===== src/rtl/reg_file_param.sv =====
// Parametrised register file: one write port, two asynchronous read ports,
// optional hardwired-zero register 0, optional write-to-read bypass and a
// sequential clear sweep that zeroes one entry per cycle.
module reg_file_param #(
  parameter int unsigned WIDTH    = 8,
  parameter int unsigned DEPTH    = 8,
  parameter int unsigned AW       = $clog2(DEPTH),
  parameter int unsigned ZERO_REG = 0,
  parameter int unsigned BYPASS   = 0
) (
  input  logic             clk,
  input  logic             RESET,
  input  logic [WIDTH-1:0] IN,
  input  logic [AW-1:0]    INaddr,
  input  logic             WRITE,
  input  logic [AW-1:0]    OUT1addr,
  input  logic [AW-1:0]    OUT2addr,
  output logic [WIDTH-1:0] OUT1,
  output logic [WIDTH-1:0] OUT2,
  input  logic             CLEAR,
  output logic             BUSY
);

  localparam logic [AW-1:0] LAST_IDX = AW'(DEPTH - 1);

  typedef enum logic {
    ST_IDLE  = 1'b0,
    ST_SWEEP = 1'b1
  } state_t;

  state_t           state_q, state_d;
  logic [AW-1:0]    cnt_q, cnt_d;
  logic             sweep_c;
  logic             busy;
  logic             wr_en;
  logic [WIDTH-1:0] mem [DEPTH];

  assign busy = (state_q == ST_SWEEP);
  assign BUSY = busy;

  // Writes are dropped during a sweep and never land in a hardwired zero register.
  assign wr_en = WRITE && !busy && ((ZERO_REG == 0) || (INaddr != '0));

  // Sweep FSM state and counter registers.
  always_ff @(posedge clk or negedge RESET) begin
    if (!RESET) begin
      state_q <= ST_IDLE;
      cnt_q   <= '0;
    end else begin
      state_q <= state_d;
      cnt_q   <= cnt_d;
    end
  end

  // Sweep FSM next state: a CLEAR in IDLE starts a DEPTH-cycle sweep, CLEAR during a sweep is ignored.
  always_comb begin
    state_d = state_q;
    cnt_d   = cnt_q;
    sweep_c = 1'b0;
    case (state_q)
      ST_IDLE: begin
        if (CLEAR) begin
          state_d = ST_SWEEP;
          cnt_d   = '0;
        end
      end
      ST_SWEEP: begin
        sweep_c = 1'b1;
        if (cnt_q == LAST_IDX) begin
          state_d = ST_IDLE;
          cnt_d   = '0;
        end else begin
          cnt_d = cnt_q + AW'(1);
        end
      end
      default: begin
        state_d = ST_IDLE;
        cnt_d   = '0;
      end
    endcase
  end

  // Storage array: async clear on reset, sweep clear has priority over the (already gated) write.
  always_ff @(posedge clk or negedge RESET) begin
    if (!RESET) begin
      for (int unsigned i = 0; i < DEPTH; i++) begin
        mem[i] <= '0;
      end
    end else if (sweep_c) begin
      mem[cnt_q] <= '0;
    end else if (wr_en) begin
      mem[INaddr] <= IN;
    end
  end

  // Read port 1: array lookup, optional same-cycle bypass, forced zero for register 0.
  always_comb begin
    OUT1 = mem[OUT1addr];
    if ((BYPASS != 0) && wr_en && (INaddr == OUT1addr)) begin
      OUT1 = IN;
    end
    if ((ZERO_REG != 0) && (OUT1addr == '0)) begin
      OUT1 = '0;
    end
  end

  // Read port 2: identical to port 1.
  always_comb begin
    OUT2 = mem[OUT2addr];
    if ((BYPASS != 0) && wr_en && (INaddr == OUT2addr)) begin
      OUT2 = IN;
    end
    if ((ZERO_REG != 0) && (OUT2addr == '0)) begin
      OUT2 = '0;
    end
  end

endmodule


===== config.mk =====
export PLATFORM = sky130hd
export DESIGN_NAME = reg_file_param
export DESIGN_NICKNAME = d
export VERILOG_FILES = /design/src/rtl/reg_file_param.sv
export SDC_FILE = /design/constraint.sdc
export NUM_CORES = 1
export LEC_CHECK = 0
export ABC_CLOCK_PERIOD_IN_PS = 1500
export CAP_MARGIN = 20
export CORE_MARGIN = 8
export CORE_UTILIZATION = 52
export CTS_CLUSTER_DIAMETER = 150
export DETAILED_ROUTE_END_ITERATION = 6
export GPL_ROUTABILITY_DRIVEN = 0
export PLACE_DENSITY = 0.81
export SLEW_MARGIN = 10
export SYNTH_ARGS = -nofsm -noshare
export SYNTH_HDL_FRONTEND = slang
export SYNTH_SLANG_ARGS = --single-unit

===== constraint.sdc =====
create_clock -name clk -period 1.5 [get_ports clk]
set_input_delay 0.3 -clock clk [delete_from_list [all_inputs] [get_ports clk]]
set_output_delay 0.3 -clock clk [all_outputs]
set_load 0.1 [all_outputs]

Word level (Yosys, flattened, before mapping). Cells that the tools add are included. W data, S select, Z words.

Register bits: 68. Bits of input ports: 21. Output and inout bits: 17. Logic and storage cells: 51.

Bitwise operators: 7. Magnitude comparators: 6. $add $sub $neg: 1. Multiplexer cells: 20. Reductions and logical operators: 5. Equal/unequal tests: 2.

Operators by type and width (number): $mux W64 (2); $and A64 B64 Y64 (1); $bwmux W64 (1); $not A64 Y64 (1); $bmux W8 S3 (2); $demux W8 S3 (2); $mux W8 (6); $ge A4 B4 Y1 const B (4); $not A3 Y4 (4); $lt A4 B1 Y1 const B (2); $mux W3 (2); $pmux W3 S2 (1); $add A3 B1 Y3 const B (1); $eq A3 B3 Y1 const B (1); $logic_and A1 B1 Y1 (3); $mux W1 (3); $ne A2 B2 Y1 const B (1); $pmux W1 S2 (1); $reduce_bool A2 Y1 (1); $logic_not A1 Y1 (1); $not A1 Y1 (1).

Longest topological paths before layout.
Depth in word-level cells: 8. Mapped depth: 5. Depth with buffers taken out: 5.

Worst setup path before layout. Ideal clock, no wire load.

Path kind: register to register. Start: register state_q (netlist: BUSY). End: register mem[56] in the netlist's numbering. Cell stages (with the launch flop): 5. Required time: 1.364 ns. Setup slack: -0.416 ns. Data arrival time: 1.780 ns. Buffers on the path: 1. Clock period less this slack: 1.916 ns. Library setup time: 0.136 ns. Path through: dfrtp_1 > or4b_1 > clkbuf_1 > nand2_1 > mux2i_1.

Word-level cells in the longest chain between the ends: 3. Elaborated cells on any way between the ends: 5. Those cells by class: mux (2); reduce/logical (3).

RTL lines: from (decl) (RTL line 31) `state_t state_q, state_d;`; from (signal assigned) (RTL line 50) `state_q <= state_d;`; $logic_not A1 Y1 (RTL line 42) `assign wr_en = WRITE && !busy && ((ZERO_REG == 0) || (INaddr != '0));`; $logic_and A1 B1 Y1 (RTL line 42); $reduce_bool A2 Y1 (no line); to (signal, indexed assignment) (RTL line 87) `mem[i] <= '0;`; to (signal, indexed assignment) (RTL line 90) `mem[cnt_q] <= '0;`; to (signal, indexed assignment) (RTL line 92) `mem[INaddr] <= IN;`; to (decl) (RTL line 36) `logic [WIDTH-1:0] mem [DEPTH];`.

Parallel ways exist; a longest one is shown, timed or not. A chain may end at the register's enable or synchronous reset.

Final worst setup path.
Start: register mem[21] in the netlist's numbering. End: output OUT1[5].

Word-level cells in the longest chain between the ends: 3.

RTL lines: $bmux W8 S3 (RTL line 98) `OUT1 = mem[OUT1addr];`; $mux W8 (not written as such) (2 in series) (RTL line 98); to (decl) (RTL line 18) `output logic [WIDTH-1:0] OUT1,`.

No other way between the ends. The select of a mux whose other input is x is not followed.

==> results.sh <==
export IMPL_outcome="finished with violations"
export IMPL_violations="negative setup slack"
export IMPL_worstSetupStartpoint="mem[21]$_DFFE_PN0P_"
export IMPL_gr_usage_all_layers_pct=22.7
export IMPL_synthCells=311
export IMPL_max_cap_violations=0
export IMPL_ctsLongestPathBuffers=2
export IMPL_seqPwrFrac_pct=31.0
export IMPL_setup_viol=24
export IMPL_endpoint="OUT1[5]"
export IMPL_cp_arrival_ns=1.77
export IMPL_ioPinCount=38
export IMPL_chipWidth_um=104
export IMPL_antenna_left=0
export IMPL_vias_per_cell=6.09
export IMPL_clock_skew_ns=0.00894
export IMPL_cts_htree_levels=3
export IMPL_nets=418
export IMPL_clk_insertion_delay_late_ns=0.35
export IMPL_ys_top_cells_by_area="dfrtp_1, mux4_1, mux2i_1"
export IMPL_reg2reg_slack_ns=-0.04
export IMPL_drive_gt1_share_pct=37.8
export IMPL_yosysTopAreaCellShare_pct=42.3
export IMPL_swShare_pct=42.1
export IMPL_grt_pass1_wl_um=19100
export IMPL_combPwrFrac_pct=53.5
export IMPL_grt_max_degree=69
export IMPL_leakage_nw=2.56
export IMPL_fin_ws_ns=-0.575
export IMPL_most_common_layout_cells="nand2_1, dfrtp_1, mux2i_1, buf_4, mux4_2"
export IMPL_drc=0
export IMPL_critPathMaxFanout=3
export IMPL_place_area_sq_um=5000
export IMPL_cts_sinks=68
export IMPL_routed_wl_um=11800
export IMPL_syn_area_sq_um=4030
export IMPL_drt_iter0_drc=290
export IMPL_grt_pass1_vias=3382
export IMPL_die_h_um=104
export IMPL_r2r_cells=4
export IMPL_synth_avg_cell_area_sq_um=12.9
export IMPL_critPathCaptureType="output port"
export IMPL_rr_startpoint="BUSY$_DFF_PN0_"
export IMPL_start_kind="flip-flop"
export IMPL_die_area_sq_um=10800
export IMPL_p_per_area_nw_per_um2=1880
export IMPL_vias=3052
export IMPL_initial_utilization_pct=52.9
export IMPL_hold_ws_ns=0.496
export IMPL_r2r_end="mem[37]$_DFFE_PN0P_"
export IMPL_fin_crit_sh_pct=138
export IMPL_syn_num_nets=335
export IMPL_firstDrtPassIters=5
export IMPL_postLayoutCellArea_sq_um=5360
export IMPL_p_int_mw=5.82
export IMPL_num_antenna_cells=0
export IMPL_grt_setup_unrepaired="yes"
export IMPL_fmax_mhz=482
export IMPL_layout_commonest_cell="nand2_1"
export IMPL_ys_seq_area_share_pct=42.3
export IMPL_hpwlAfterDp_um=7570
export IMPL_min_period_ns=2.07
export IMPL_syn_to_final_growth_pct=33.1
export IMPL_wire_per_inst_um=23.6
export IMPL_cts_root_buf="clkbuf_8"
export IMPL_cts_tree="yes"
export IMPL_worst_hold_path_type="in -> async"
export IMPL_core_area_sq_um=7610
export IMPL_path_clk_slew_ns=0.08
export IMPL_grt_overflow_total=0
export IMPL_yosysWarnings=0
export IMPL_hold_viol=0
export IMPL_rows=32
export IMPL_max_slew_margin_pct=75.7
export IMPL_synth_distinct_cells=25
export IMPL_io_buffer_count=37
export IMPL_drv_slew=0
export IMPL_irDropWorstVdd_mv=1.03
export IMPL_synth_seq_cells=68
export IMPL_grt_antenna_before_repair=0
export IMPL_synth_top_area_cell="dfrtp_1"
export IMPL_numCtsBuffers=9
export IMPL_clkPwrFrac_pct=15.4
export IMPL_required_ns=1.20
export IMPL_p_sw_mw=4.24
export IMPL_critical_path_class="reg -> out"
export IMPL_tightest_slew_ns=0.364
[worst max-delay path: stages (launching register included)]
cell,delay [ns]
dfrtp_1,0.44
mux4_2,0.51
mux2_4,0.30
buf_12,0.17
[Yosys cell counts]
cell type / n
mux4_1: 30
mux2i_1: 65
nor3b_1: 3
buf_12: 2
buf_2: 9
mux4_2: 2
ha_1: 3
clkbuf_1: 6
nand2_1: 70
o32ai_1: 1
nor2b_1: 1
nand4b_1: 3
nor2_1: 2
nand4bb_1: 3
nand4_1: 1
buf_1: 5
nor2_2: 1
o21ai_0: 2
dfrtp_1: 68
nand2b_1: 2
nand3b_1: 3
mux2_2: 16
or4b_1: 1
buf_6: 2
inv_1: 10
[state kept, by name, summed over array words and instances, names as in the netlist]
name,flops
mem,64
BUSY,1
cnt_q,3
[layout make-up]
type	instances	area (sq um)
tap	102	128
timing repair buffer	96	1150
inverter	10	37.5
clock inverter	5	61.3
multi-input combinational	209	2140
clock buffer	11	141
fill	511	2250
sequential	68	1710
[stage by stage]
stage | total power, mW | setup slack [ns] | instances | setup TNS [ns] | util [%]
after floorplan | 6.16 | -0.227 | 311 | -4.93 | -
after global placement | 7.90 | -0.839 | 468 | -23.44 | 65.7
after detailed placement | 8.13 | -0.877 | 468 | -26.56 | 65.7
after CTS | 9.90 | -0.556 | 497 | -8.40 | 69.7
after global routing | 10.5 | -0.598 | 501 | -10.34 | 70.4
final | 10.1 | -0.575 | 501 | -8.36 | 70.4
[layer usage]
metal	wire length (um)	vias up	GRT usage (%)
met2	6030	187	37.4
li1	-	1284	-
met3	1150	36	6.38
met5	0	-	0
met4	414	0	11.3
met1	4230	1545	26.6
[power by group through the flow]
stage / sequential (mW) / combinational [mW] / clock, mW
floorplan: 2.99 / 3.17 / 0
global placement: 3.03 / 4.87 / 0
detailed placement: 3.09 / 5.04 / 0
CTS: 3.07 / 5.27 / 1.55
global route: 3.19 / 5.68 / 1.64
finish: 3.12 / 5.39 / 1.55
[worst min-delay path by stage]
| stage | startpoint | depth (start not counted) | end | slack, ns |
|---|---|---|---|---|
| finish | RESET | 3 | mem[32]$_DFFE_PN0P_ | 0.50 |
| global route | RESET | 3 | mem[32]$_DFFE_PN0P_ | 0.54 |
| CTS | RESET | 3 | mem[32]$_DFFE_PN0P_ | 0.50 |
| detailed placement | RESET | 2 | mem[16]$_DFFE_PN0P_ | 0.35 |
| global placement | RESET | 2 | mem[32]$_DFFE_PN0P_ | 0.34 |
| floorplan | RESET | 0 | cnt_q[0]$_DFFE_PN0P_ | 0.004 |
[logic make-up (layout without fill, tap and decap cells)]
group | count (synthesis) | count (layout) | synth area share (%)
compound gates | 3 | 3 | 0.466
flops | 68 | 68 | 42.3
simple gates | 90 | 90 | 10.4
mux | 113 | 113 | 41.3
buf+inv | 34 | 122 | 4.63
fa+ha+maj | 3 | 3 | 0.933
[what timing repair did]
| action | CTS | global route |
|---|---|---|
| setup endpoints to repair | 26 | 57 |
| hold buffers | 1 | 0 |
| hold endpoints to repair | 68 | 0 |
| resized for setup | 29 | 11 |
| gates cloned | 2 | 0 |
| pin swaps | 1 | 1 |
| buffers inserted | 10 | 4 |
Power figures use the tool's default switching activity.
